$ cat src/rtl/qdr_sched_pkg.sv
// rtl/qdr_sched_pkg.sv - shared types and widths for the QDR two-client command scheduler
package qdr_sched_pkg;

   localparam int CLIENT_W   = 1;
   localparam int QDR_ADDR_W = 22;
   localparam int QDR_DATA_W = 36;
   localparam int QDR_BE_W   = 4;

   typedef enum logic {
      WAIT_PHY = 1'b0,
      RUN      = 1'b1
   } sched_state_e;

   typedef struct packed {
      logic                  we;
      logic [QDR_ADDR_W-1:0] addr;
      logic [QDR_DATA_W-1:0] wdata;
      logic [QDR_BE_W-1:0]   be;
   } sched_cmd_t;

endpackage

$ cat src/rtl/qdr_cmd_scheduler_if.sv
// rtl/qdr_cmd_scheduler_if.sv - user-port bus between the scheduler and the QDR controller
// master = scheduler side, slave = controller side.
interface qdr_cmd_scheduler_if
   import qdr_sched_pkg::*;
#(
   parameter int ADDR_WIDTH = QDR_ADDR_W,
   parameter int DATA_WIDTH = QDR_DATA_W,
   parameter int BE_WIDTH   = QDR_BE_W
);
   logic [ADDR_WIDTH-1:0] usr_addr;
   logic                  usr_wr_strb;
   logic [DATA_WIDTH-1:0] usr_wr_data;
   logic [BE_WIDTH-1:0]   usr_wr_be;
   logic                  usr_rd_strb;
   logic [DATA_WIDTH-1:0] usr_rd_data;
   logic                  usr_rd_dvld;

   modport master (
      output usr_addr, usr_wr_strb, usr_wr_data, usr_wr_be, usr_rd_strb,
      input  usr_rd_data, usr_rd_dvld
   );

   modport slave (
      input  usr_addr, usr_wr_strb, usr_wr_data, usr_wr_be, usr_rd_strb,
      output usr_rd_data, usr_rd_dvld
   );
endinterface

$ cat src/rtl/qdr_sched_id_fifo.sv
// rtl/qdr_sched_id_fifo.sv - in-order FIFO of client IDs for outstanding reads
// Push and pop may coincide; a full FIFO accepts a push only alongside a pop.
module qdr_sched_id_fifo
   import qdr_sched_pkg::*;
#(
   parameter int DEPTH = 32
)(
   input  logic                  clk0,
   input  logic                  reset,
   input  logic                  push,
   input  logic [CLIENT_W-1:0]   push_id,
   input  logic                  pop,
   output logic [CLIENT_W-1:0]   head_id,
   output logic                  full,
   output logic                  empty,
   output logic [$clog2(DEPTH):0] count
);
   localparam int PTR_W = $clog2(DEPTH);

   logic [CLIENT_W-1:0] mem_q [DEPTH];
   logic [CLIENT_W-1:0] mem_d [DEPTH];
   logic [PTR_W-1:0]    wr_ptr_q, wr_ptr_d;
   logic [PTR_W-1:0]    rd_ptr_q, rd_ptr_d;
   logic [PTR_W:0]      count_q, count_d;
   logic                do_push, do_pop;

   always_comb begin
      do_pop   = pop & (count_q != '0);
      do_push  = push & ((count_q != (PTR_W+1)'(DEPTH)) | do_pop);
      wr_ptr_d = wr_ptr_q + PTR_W'(do_push);
      rd_ptr_d = rd_ptr_q + PTR_W'(do_pop);
      count_d  = count_q + (PTR_W+1)'(do_push) - (PTR_W+1)'(do_pop);
      mem_d    = mem_q;
      if (do_push) begin
         mem_d[wr_ptr_q] = push_id;
      end
   end

   always_ff @(posedge clk0) begin
      if (reset) begin
         wr_ptr_q <= '0;
         rd_ptr_q <= '0;
         count_q  <= '0;
      end else begin
         wr_ptr_q <= wr_ptr_d;
         rd_ptr_q <= rd_ptr_d;
         count_q  <= count_d;
      end
   end

   // Entry contents are don't-care while unoccupied, so storage is not reset.
   always_ff @(posedge clk0) begin
      mem_q <= mem_d;
   end

   assign head_id = mem_q[rd_ptr_q];
   assign full    = (count_q == (PTR_W+1)'(DEPTH));
   assign empty   = (count_q == '0);
   assign count   = count_q;

endmodule

$ cat src/rtl/qdr_cmd_scheduler.sv
// rtl/qdr_cmd_scheduler.sv - round-robin two-client scheduler in front of the QDR user port
// Optional read watchdog is built when QDR_SCHED_TIMEOUT_EN is defined.
module qdr_cmd_scheduler
   import qdr_sched_pkg::*;
#(
   parameter int ADDR_WIDTH = QDR_ADDR_W,
   parameter int DATA_WIDTH = QDR_DATA_W,
   parameter int BE_WIDTH   = QDR_BE_W,
   parameter int ID_DEPTH   = 32
`ifdef QDR_SCHED_TIMEOUT_EN
   ,
   parameter int RD_TIMEOUT = 255
`endif
)(
   input  logic                       clk0,
   input  logic                       reset,
   input  logic                       phy_rdy,
   input  logic                       c0_req,
   input  logic                       c0_we,
   input  logic [ADDR_WIDTH-1:0]      c0_addr,
   input  logic [DATA_WIDTH-1:0]      c0_wdata,
   input  logic [BE_WIDTH-1:0]        c0_be,
   output logic                       c0_ack,
   output logic [DATA_WIDTH-1:0]      c0_rd_data,
   output logic                       c0_rd_dvld,
   input  logic                       c1_req,
   input  logic                       c1_we,
   input  logic [ADDR_WIDTH-1:0]      c1_addr,
   input  logic [DATA_WIDTH-1:0]      c1_wdata,
   input  logic [BE_WIDTH-1:0]        c1_be,
   output logic                       c1_ack,
   output logic [DATA_WIDTH-1:0]      c1_rd_data,
   output logic                       c1_rd_dvld,
   qdr_cmd_scheduler_if.master        usr,
   output logic [$clog2(ID_DEPTH):0]  rd_pending,
   output logic                       err_underflow,
   output logic                       err_timeout
);
   sched_state_e          state_q, state_d;
   logic [CLIENT_W-1:0]   rr_q, rr_d;
   logic [CLIENT_W-1:0]   grant_id, head_id;
   logic [1:0]            elig;
   logic                  grant_vld, push, pop, room;
   logic                  fifo_full, fifo_empty;
   logic [$clog2(ID_DEPTH):0] fifo_count;
   sched_cmd_t            cmd0, cmd1, cmd_sel;

   logic [ADDR_WIDTH-1:0] usr_addr_q, usr_addr_d;
   logic [DATA_WIDTH-1:0] usr_wr_data_q, usr_wr_data_d;
   logic [BE_WIDTH-1:0]   usr_wr_be_q, usr_wr_be_d;
   logic                  usr_wr_strb_q, usr_wr_strb_d;
   logic                  usr_rd_strb_q, usr_rd_strb_d;
   logic [DATA_WIDTH-1:0] c0_rd_data_q, c0_rd_data_d;
   logic [DATA_WIDTH-1:0] c1_rd_data_q, c1_rd_data_d;
   logic                  c0_rd_dvld_q, c0_rd_dvld_d;
   logic                  c1_rd_dvld_q, c1_rd_dvld_d;
   logic                  err_underflow_q, err_underflow_d;

   assign cmd0 = '{we: c0_we, addr: c0_addr, wdata: c0_wdata, be: c0_be};
   assign cmd1 = '{we: c1_we, addr: c1_addr, wdata: c1_wdata, be: c1_be};

   // A pop this cycle frees a slot, so a full FIFO can still take a read.
   always_comb begin
      pop       = usr.usr_rd_dvld & ~fifo_empty;
      room      = ~fifo_full | pop;
      elig[0]   = c0_req & (state_q == RUN) & (c0_we | room);
      elig[1]   = c1_req & (state_q == RUN) & (c1_we | room);
      grant_vld = |elig;
      grant_id  = (&elig) ? rr_q : elig[1];
      cmd_sel   = (grant_id == 1'b1) ? cmd1 : cmd0;
      push      = grant_vld & ~cmd_sel.we;
      c0_ack    = grant_vld & (grant_id == 1'b0);
      c1_ack    = grant_vld & (grant_id == 1'b1);
      rr_d      = grant_vld ? ~grant_id : rr_q;
   end

   always_comb begin
      state_d = state_q;
      case (state_q)
         WAIT_PHY: if (phy_rdy)  state_d = RUN;
         RUN:      if (!phy_rdy) state_d = WAIT_PHY;
         default:  state_d = WAIT_PHY;
      endcase

      usr_addr_d    = usr_addr_q;
      usr_wr_data_d = usr_wr_data_q;
      usr_wr_be_d   = usr_wr_be_q;
      if (grant_vld) begin
         usr_addr_d    = cmd_sel.addr;
         usr_wr_data_d = cmd_sel.wdata;
         usr_wr_be_d   = cmd_sel.be;
      end
      usr_wr_strb_d = grant_vld & cmd_sel.we;
      usr_rd_strb_d = push;

      c0_rd_dvld_d    = pop & (head_id == 1'b0);
      c1_rd_dvld_d    = pop & (head_id == 1'b1);
      c0_rd_data_d    = c0_rd_dvld_d ? usr.usr_rd_data : c0_rd_data_q;
      c1_rd_data_d    = c1_rd_dvld_d ? usr.usr_rd_data : c1_rd_data_q;
      err_underflow_d = err_underflow_q | (usr.usr_rd_dvld & fifo_empty);
   end

   always_ff @(posedge clk0) begin
      if (reset) begin
         state_q         <= WAIT_PHY;
         rr_q            <= '0;
         usr_addr_q      <= '0;
         usr_wr_data_q   <= '0;
         usr_wr_be_q     <= '0;
         usr_wr_strb_q   <= 1'b0;
         usr_rd_strb_q   <= 1'b0;
         c0_rd_data_q    <= '0;
         c1_rd_data_q    <= '0;
         c0_rd_dvld_q    <= 1'b0;
         c1_rd_dvld_q    <= 1'b0;
         err_underflow_q <= 1'b0;
      end else begin
         state_q         <= state_d;
         rr_q            <= rr_d;
         usr_addr_q      <= usr_addr_d;
         usr_wr_data_q   <= usr_wr_data_d;
         usr_wr_be_q     <= usr_wr_be_d;
         usr_wr_strb_q   <= usr_wr_strb_d;
         usr_rd_strb_q   <= usr_rd_strb_d;
         c0_rd_data_q    <= c0_rd_data_d;
         c1_rd_data_q    <= c1_rd_data_d;
         c0_rd_dvld_q    <= c0_rd_dvld_d;
         c1_rd_dvld_q    <= c1_rd_dvld_d;
         err_underflow_q <= err_underflow_d;
      end
   end

   qdr_sched_id_fifo #(.DEPTH(ID_DEPTH)) u_id_fifo (
      .clk0    (clk0),
      .reset   (reset),
      .push    (push),
      .push_id (grant_id),
      .pop     (pop),
      .head_id (head_id),
      .full    (fifo_full),
      .empty   (fifo_empty),
      .count   (fifo_count)
   );

`ifdef QDR_SCHED_TIMEOUT_EN
   localparam int TO_W = $clog2(RD_TIMEOUT + 1);

   logic [TO_W-1:0] to_cnt_q, to_cnt_d;
   logic            err_timeout_q, err_timeout_d;

   // Counter saturates at the limit; the flag stays set until reset.
   always_comb begin
      to_cnt_d      = to_cnt_q;
      err_timeout_d = err_timeout_q;
      if (usr.usr_rd_dvld || (fifo_count == '0)) begin
         to_cnt_d = '0;
      end else if (to_cnt_q != TO_W'(RD_TIMEOUT)) begin
         to_cnt_d = to_cnt_q + 1'b1;
      end
      if (to_cnt_d == TO_W'(RD_TIMEOUT)) begin
         err_timeout_d = 1'b1;
      end
   end

   always_ff @(posedge clk0) begin
      if (reset) begin
         to_cnt_q      <= '0;
         err_timeout_q <= 1'b0;
      end else begin
         to_cnt_q      <= to_cnt_d;
         err_timeout_q <= err_timeout_d;
      end
   end

   assign err_timeout = err_timeout_q;
`else
   assign err_timeout = 1'b0;
`endif

   assign usr.usr_addr    = usr_addr_q;
   assign usr.usr_wr_data = usr_wr_data_q;
   assign usr.usr_wr_be   = usr_wr_be_q;
   assign usr.usr_wr_strb = usr_wr_strb_q;
   assign usr.usr_rd_strb = usr_rd_strb_q;
   assign c0_rd_data      = c0_rd_data_q;
   assign c1_rd_data      = c1_rd_data_q;
   assign c0_rd_dvld      = c0_rd_dvld_q;
   assign c1_rd_dvld      = c1_rd_dvld_q;
   assign rd_pending      = fifo_count;
   assign err_underflow   = err_underflow_q;

endmodule
$ cat src/flat_wrapper.sv
// flat-port wrapper written by rule: the top's interface ports become plain ports
module qdr_cmd_scheduler_flat import qdr_sched_pkg::*;
#(
   parameter int ADDR_WIDTH = QDR_ADDR_W,
   parameter int DATA_WIDTH = QDR_DATA_W,
   parameter int BE_WIDTH   = QDR_BE_W,
   parameter int ID_DEPTH   = 32

)
  (clk0, reset, phy_rdy, c0_req, c0_we, c0_addr, c0_wdata, c0_be, c0_ack, c0_rd_data, c0_rd_dvld, c1_req, c1_we, c1_addr, c1_wdata, c1_be, c1_ack, c1_rd_data, c1_rd_dvld, rd_pending, err_underflow, err_timeout, usr_usr_addr, usr_usr_wr_strb, usr_usr_wr_data, usr_usr_wr_be, usr_usr_rd_strb, usr_usr_rd_data, usr_usr_rd_dvld);
  qdr_cmd_scheduler_if #(.ADDR_WIDTH(ADDR_WIDTH), .DATA_WIDTH(DATA_WIDTH), .BE_WIDTH(BE_WIDTH)) usr_i ();
  input  logic clk0;
  input  logic reset;
  input  logic phy_rdy;
  input  logic c0_req;
  input  logic c0_we;
  input  logic [ADDR_WIDTH-1:0] c0_addr;
  input  logic [DATA_WIDTH-1:0] c0_wdata;
  input  logic [BE_WIDTH-1:0] c0_be;
  output logic c0_ack;
  output logic [DATA_WIDTH-1:0] c0_rd_data;
  output logic c0_rd_dvld;
  input  logic c1_req;
  input  logic c1_we;
  input  logic [ADDR_WIDTH-1:0] c1_addr;
  input  logic [DATA_WIDTH-1:0] c1_wdata;
  input  logic [BE_WIDTH-1:0] c1_be;
  output logic c1_ack;
  output logic [DATA_WIDTH-1:0] c1_rd_data;
  output logic c1_rd_dvld;
  output logic [$clog2(ID_DEPTH):0] rd_pending;
  output logic err_underflow;
  output logic err_timeout;
  output wire logic [$bits(usr_i.usr_addr)-1:0] usr_usr_addr;
  output wire logic [$bits(usr_i.usr_wr_strb)-1:0] usr_usr_wr_strb;
  output wire logic [$bits(usr_i.usr_wr_data)-1:0] usr_usr_wr_data;
  output wire logic [$bits(usr_i.usr_wr_be)-1:0] usr_usr_wr_be;
  output wire logic [$bits(usr_i.usr_rd_strb)-1:0] usr_usr_rd_strb;
  input wire logic [$bits(usr_i.usr_rd_data)-1:0] usr_usr_rd_data;
  input wire logic [$bits(usr_i.usr_rd_dvld)-1:0] usr_usr_rd_dvld;
  assign usr_usr_addr = usr_i.usr_addr;
  assign usr_usr_wr_strb = usr_i.usr_wr_strb;
  assign usr_usr_wr_data = usr_i.usr_wr_data;
  assign usr_usr_wr_be = usr_i.usr_wr_be;
  assign usr_usr_rd_strb = usr_i.usr_rd_strb;
  assign usr_i.usr_rd_data = usr_usr_rd_data;
  assign usr_i.usr_rd_dvld = usr_usr_rd_dvld;
  qdr_cmd_scheduler #(.ADDR_WIDTH(ADDR_WIDTH), .DATA_WIDTH(DATA_WIDTH), .BE_WIDTH(BE_WIDTH), .ID_DEPTH(ID_DEPTH)) u_core (.clk0(clk0), .reset(reset), .phy_rdy(phy_rdy), .c0_req(c0_req), .c0_we(c0_we), .c0_addr(c0_addr), .c0_wdata(c0_wdata), .c0_be(c0_be), .c0_ack(c0_ack), .c0_rd_data(c0_rd_data), .c0_rd_dvld(c0_rd_dvld), .c1_req(c1_req), .c1_we(c1_we), .c1_addr(c1_addr), .c1_wdata(c1_wdata), .c1_be(c1_be), .c1_ack(c1_ack), .c1_rd_data(c1_rd_data), .c1_rd_dvld(c1_rd_dvld), .usr(usr_i), .rd_pending(rd_pending), .err_underflow(err_underflow), .err_timeout(err_timeout));
endmodule
$ cat config.mk
export PLATFORM = sky130hd
export DESIGN_NAME = qdr_cmd_scheduler_flat
export DESIGN_NICKNAME = d
export VERILOG_FILES = /design/src/rtl/qdr_sched_pkg.sv /design/src/rtl/qdr_cmd_scheduler_if.sv /design/src/rtl/qdr_sched_id_fifo.sv /design/src/rtl/qdr_cmd_scheduler.sv /design/src/flat_wrapper.sv
export SDC_FILE = /design/constraint.sdc
export NUM_CORES = 1
export LEC_CHECK = 0
export ABC_CLOCK_PERIOD_IN_PS = 3500
export CAP_MARGIN = 30
export CORE_UTILIZATION = 43
export DETAILED_ROUTE_END_ITERATION = 7
export GPL_TIMING_DRIVEN = 0
export PLACE_DENSITY_LB_ADDON = 0.05
export SYNTH_ARGS = -nofsm -noshare
export SYNTH_HDL_FRONTEND = slang
export SYNTH_SLANG_ARGS = --single-unit
$ cat constraint.sdc
create_clock -name clk0 -period 3.5 [get_ports clk0]
set_input_delay 0.525 -clock clk0 [delete_from_list [all_inputs] [get_ports clk0]]
set_output_delay 0.525 -clock clk0 [all_outputs]
set_load 0.01 [all_outputs]
; ---- Word-level counts from Yosys, hierarchy flattened
; Cells that the tools add are included.
; Widths: inputs -> output; s select.
[word_totals]
ff_bits = 189
latchBits = 0
mem_bits_rw = 0
rom_bits = 0
in_bits = 168
out_inout_bits = 148
elab_cells = 96
memories = 0
[classes]
add_sub_neg = 4
mul = 0
n_div = 0
n_lt_le_gt_ge = 3
eq_ne = 2
shifts = 0
muxes = 9
bitwise_logic = 26
n_reduce_logical = 5
[ops]
columns = op, count
row1 = $mux 63, 1
row2 = $bwmux 32, 1
row3 = $and 1x1->1, 14
row4 = $ge 6x6->1 const B, 2
row5 = $not 5->6, 2
row6 = $add 5x1->5, 2
row7 = $add 6x1->6, 1
row8 = $eq 6x6->1 const B, 1
row9 = $logic_not 6->1, 1
row10 = $lt 6x1->1 const B, 1
row11 = $ne 6x6->1 const B, 1
row12 = $reduce_bool 6->1, 1
row13 = $sub 6x1->6, 1
row14 = $bmux 1 s5, 1
row15 = $demux 1 s5, 1
row16 = $mux 1, 5
row17 = $not 1->1, 5
row18 = $or 1x1->1, 5
row19 = $reduce_and 2->1, 1
row20 = $reduce_or 2->1, 1
row21 = $logic_and 1x1->1, 1

; ---- Depth between registers and ports, before layout
[logic_depth]
word_depth = 14
ltp_mapped = 17
depth_no_buf = 17

; ---- Hierarchy
; A second synthesis with hierarchy kept.
[unflattened]
hier_cells = 905
area_unflattened_um2 = 8435.6
[by_module_without_submodules]
columns = module, instances, cells_each, area_per_inst_um2, seq_area_each_um2
row1 = qdr_cmd_scheduler, 1, 717, 6125.9, 2822.7
row2 = qdr_sched_id_fifo, 1, 188, 2309.7, 1281.2

; ---- Worst setup path after synthesis
; No wires, ideal clock.
[synth_path]
path_type = register to output
start = reg u_core.u_id_fifo.count_q[2] (netlist: u_core.u_id_fifo.count[2])
end = out c0_ack
arrival_ns = 2.274
slack_ns = 0.701
path_stages_with_launch = 10
cell_sequence = dfxtp_1 -> inv_1 -> ha_1 -> nor3b_1 -> nand3_1 -> nor2_1 -> o31ai_1 -> inv_2 -> clkbuf_1 -> nor2_1
[synth_between]
elab_chain_cells = 10
word_cells_on_any_way = 15
classes_between = 1 x eq/ne / 1 x mux / 10 x bitwise / 3 x reduce/logical
[synth_lines]
columns = item, line
row1 = "start, declared", qdr_sched_id_fifo.sv:24  ; logic [PTR_W:0] count_q, count_d;
row2 = "start signal, assigned", qdr_sched_id_fifo.sv:47  ; count_q <= count_d;
row3 = $logic_not 6->1, qdr_sched_id_fifo.sv:58  ; assign empty = (count_q == '0);
row4 = $not 1->1, qdr_cmd_scheduler.sv:64  ; pop = usr.usr_rd_dvld & ~fifo_empty;
row5 = $and 1x1->1, qdr_cmd_scheduler.sv:64
row6 = $or 1x1->1 *, qdr_cmd_scheduler.sv:65  ; room = ~fifo_full | pop;
row7 = $or 1x1->1 (on tied branches), "qdr_cmd_scheduler.sv:66, qdr_cmd_scheduler.sv:67"
row8 = $and 1x1->1 (on tied branches), "qdr_cmd_scheduler.sv:66, qdr_cmd_scheduler.sv:67"
row9 = $reduce_and 2->1, qdr_cmd_scheduler.sv:69  ; grant_id = (&elig) ? rr_q : elig[1];
row10 = $mux 1 *, qdr_cmd_scheduler.sv:69
row11 = net u_core.grant_id, qdr_cmd_scheduler.sv:41  ; logic [CLIENT_W-1:0] grant_id, head_id;
row12 = $not 1->1 *, qdr_cmd_scheduler.sv:72  ; c0_ack = grant_vld & (grant_id == 1'b0);
row13 = $and 1x1->1 *, qdr_cmd_scheduler.sv:72
row14 = "end, declared", flat_wrapper.sv:20  ; output logic c0_ack;
; The timed path passes the listed nets; every way through them passes the cells marked *.

; ---- Worst setup path in the final report
[layout_path]
start = reg u_core.u_id_fifo.count_q[2] (netlist: u_core.u_id_fifo.count[2])
end = out c0_ack
[layout_between]
elab_chain_cells = 10
word_cells_on_any_way = 15
classes_between = 1 x eq/ne / 1 x mux / 10 x bitwise / 3 x reduce/logical
[layout_lines]
columns = item, line
row1 = $logic_not 6->1, qdr_sched_id_fifo.sv:58
row2 = $not 1->1, qdr_cmd_scheduler.sv:64
row3 = $and 1x1->1, qdr_cmd_scheduler.sv:64
row4 = $or 1x1->1 *, qdr_cmd_scheduler.sv:65
row5 = $or 1x1->1 (on tied branches), "qdr_cmd_scheduler.sv:66, qdr_cmd_scheduler.sv:67"
row6 = $and 1x1->1 (on tied branches), "qdr_cmd_scheduler.sv:66, qdr_cmd_scheduler.sv:67"
row7 = $reduce_and 2->1, qdr_cmd_scheduler.sv:69
row8 = $mux 1, qdr_cmd_scheduler.sv:69
row9 = $not 1->1, qdr_cmd_scheduler.sv:72
row10 = $and 1x1->1 *, qdr_cmd_scheduler.sv:72
; Every way passes the cells marked *; elsewhere a longest branch is shown, timed or not.

==> results.toml <==
[clocking]
cts_max_level = 4
clkSinkCount = 189
clkTransAtPathRegs_ps = 70
cts_inserted_buffers = 17
cts.path.max_buffers = 2
ctsHoldBuffers = 0
clockRootBuffer = "clkbuf_16"
clk_latency_ps = 440
cts_tree = "built"

[worst_setup_path]
cp-end-kind = "primary output"
crit_path_start_kind = "flop"
crit_type = "reg -> out"
cp_data_required_time_ps = 2970
cp_max_fo = 50
cp_data_arrival_time_ps = 2820
reg2regPathDepth = 9

[place]
io_buffers = 313
placed_cell_area_mm2 = 0.0112
dp_hpwl_um = 18200
place_congestion = 0.831

[route]
vias_per_cell = 5.08
wl_per_cell_um = 17.5
drt_first_pass_iters = 5
drt_iter0_drc = 338
post-route-drc-count = 0
dr_total_vias = 6977
routed_wl_um = 24000
ant_nets = 0

[floorplan]
fp.dieW_um = 136
fp-row-count = 48
die-area_mm2 = 0.0186
floorplan.initialDensity_pct = 44.5
ios = 316
die_h_um = 136
fp.coreArea_mm2 = 0.0174

[synth]
synth_fp_nets = 988
netlist_area_mm2 = 0.00775
synthCells = 806
synth-seq-cells = 189
synth-async-reset-ratio_pct = 0
syn_area_per_cell_um2 = 9.61
synth_edf_count = 32
ys_types = 43
yosys_most_used_dff = "dfxtp_1"
yosys_warnings = 0
yosysSeqAreaShare_pct = 53.0
yosys-top-cells-area = "dfxtp_1 (41%), edfxtp_1 (12%), mux2i_1 (10%)"
synth_top_cell_by_area = "dfxtp_1"
synth.top_cell.area_share_pct = 40.6

[worst_hold_path]
whs_path_depth = 2
hp-class = "reg -> reg"

[power_and_ir_drop]
leakagePower_uw = 0.00452
p_per_area_mw_per_mm2 = 561
ir_worst_vdd_v = 0.000447

[finish]
fillerInstances = 1429
finalNetCount = 1318
syn_to_final_growth_pct = 51.6
antenna-diode-count = 0
final_cell_area_mm2 = 0.0117
drive_gt1_share_pct = 5.13

[job]
maxCapViolCount = 0

[timing]
tightest_slew_ps = 822
finalSetupViolCount = 0
post-route-period-util_pct = 95.5
setup-tns-final_ps = 0
final_hold_viol_count = 0
period_needed_ps = 3340
rsz0062_at_grt = "true"
clock.fmax_mhz = 299
max_slew_margin_pct = 45.1
skew_ps = 13.2
drv_slew = 0
holdWs_ps = 469

[global_route]
grt_pass1_wl_um = 36400
grt_usage_pct = 26.4
antenna_found_initial = 1
grt-ovfl-total = 0
grt_max_degree = 51
grt_pass1_vias = 6587

[run_status]
outcome = "complete, no violations"
worst max-delay path: stages, from the launching register on:
cell and delay [ps]:
dfxtp_1 320, inv_1 90, ha_1 140, nor3b_1 300, nand3_1 210, o21ba_2 270
o31ai_4 110, inv_6 220, nor2_1 170, clkdlybuf4s50_1 540
layout make-up:
class                   count  area, µm²  share of cell area (%)
plain buffers              58        302                    2.57
clock buffers              17        425                    3.62
clock inverters            15        141                    1.20
inverters                  13       53.8                   0.458
multi-input cells         544       3310                    28.1
flip-flops and latches    189       4100                    34.9
well taps                 225        282                    2.40
repair buffers            313       3130                    26.7
routing by layer:
layer	up-vias	share of wire [%]	wire length, µm	GRT usage, %
met5	-	0	0	0
met4	0	2.8	669	9.75
met3	42	7.1	1710	8.65
met2	208	50	12100	44.1
met1	3301	40	9550	31.3
li1	3426	-	-	-
cells by family (layout without fill, tap and decap cells):
family,count (synthesis),in the layout,synth area share (%)
adders and majority gates,14,14,2.36
buffers and inverters,73,416,4.55
AOI/OAI and AO/OA,82,82,8.95
xor gates and xnor gates,10,10,1.13
DFF,189,189,53.0
muxes,85,85,11.6
and+or+nand+nor,352,352,18.3
other,1,1,0.0484
state kept, by name, indices dropped and copies added, names as in the netlist:
| register | flops |
|---|---|
| u_core.c0_rd_dvld | 1 |
| u_core.err_underflow | 1 |
| u_core.u_id_fifo.count | 6 |
| u_core.usr.usr_wr_strb | 1 |
| u_core.c1_rd_dvld | 1 |
| u_core.u_id_fifo.mem_q | 32 |
| u_core.usr.usr_rd_strb | 1 |
| u_core.c1_rd_data | 36 |
| u_core.c0_rd_data | 36 |
| u_core.usr.usr_wr_be | 4 |
| u_core.usr.usr_wr_data | 36 |
| u_core.u_id_fifo.rd_ptr_q | 5 |
| u_core.u_id_fifo.wr_ptr_q | 5 |
| u_core.usr.usr_addr | 22 |
| u_core.rr_q | 1 |
| u_core.state_q | 1 |
where the power goes:
| group | switching [µW] | total, µW | internal (µW) |
|---|---|---|---|
| clock | 928 | 1880 | 951 |
| combinational | 946 | 2080 | 1140 |
| sequential | 154 | 2630 | 2470 |
cells in the mapped netlist, types with 2 or more instances:
cell type / count
buf_2: 6
nand3b_1: 6
nor3_1: 2
nand2b_1: 3
edfxtp_1: 32
xnor2_1: 5
inv_1: 12
nor2b_1: 8
buf_6: 9
a311oi_1: 63
dfxtp_1: 157
clkbuf_1: 43
nand3_1: 7
a21oi_1: 3
nor3b_1: 3
mux4_2: 4
o21bai_1: 2
mux2i_1: 81
or3b_2: 3
nand2_1: 127
o221ai_1: 2
nor2_1: 189
ha_1: 13
xor2_1: 5
a221oi_1: 2
and3_1: 2
timing repair:
| item | in CTS | in global routing |
|---|---|---|
| setup buffers | 0 | 0 |
| resized for setup | 5 | 2 |
| gates cloned | 0 | 0 |
| setup endpoints to repair | 2 | 2 |
| pin swaps | 0 | 0 |
final timing paths:
check,start,to,slack (ps)
setup / recovery,u_core.u_id_fifo.count[2]$_SDFF_PP0_,c0_ack,160
hold / removal,u_core.err_underflow$_SDFF_PP0_,u_core.err_underflow$_SDFF_PP0_,470
setup reg to reg,u_core.u_id_fifo.count[2]$_SDFF_PP0_,u_core.usr.usr_addr[11]$_SDFFE_PP0P_,530
hold reg to reg,u_core.err_underflow$_SDFF_PP0_,u_core.err_underflow$_SDFF_PP0_,470
placed cells by master (no fill, tap or decap), types with 2 or more instances in the layout:
cell and n:
clkdlybuf4s50_1 313, a311oi_1 63, nor2_1 188, and3_1 2, buf_6 10, nor2b_1 8, a21oi_1 3, nor3b_1 3
mux4_2 4, edfxtp_1 32, o21bai_1 2, buf_2 4, inv_6 8, mux2i_1 81, inv_1 12, nand2_1 127
or3b_2 3, nand2b_1 3, clkbuf_16 17, a221oi_1 2, o221ai_1 2, xor2_1 5, xnor2_1 5, nand3_1 7
nor3_1 2, ha_1 13, inv_8 5, clkinvlp_4 2, dfxtp_1 157, nand3b_1 6, clkbuf_1 42
through the flow:
step	power, µW	std cells	utilization, %	setup slack (ps)
floorplan	3800	806	-	701
global placement	4730	1344	64.1	-719
detailed placement	4750	1344	64.1	-481
CTS	6630	1375	67.4	29.6
global route	6910	1374	67.4	-56.8
finish	6590	1374	67.4	156
Note: power is estimated with default switching activity, not from simulation.
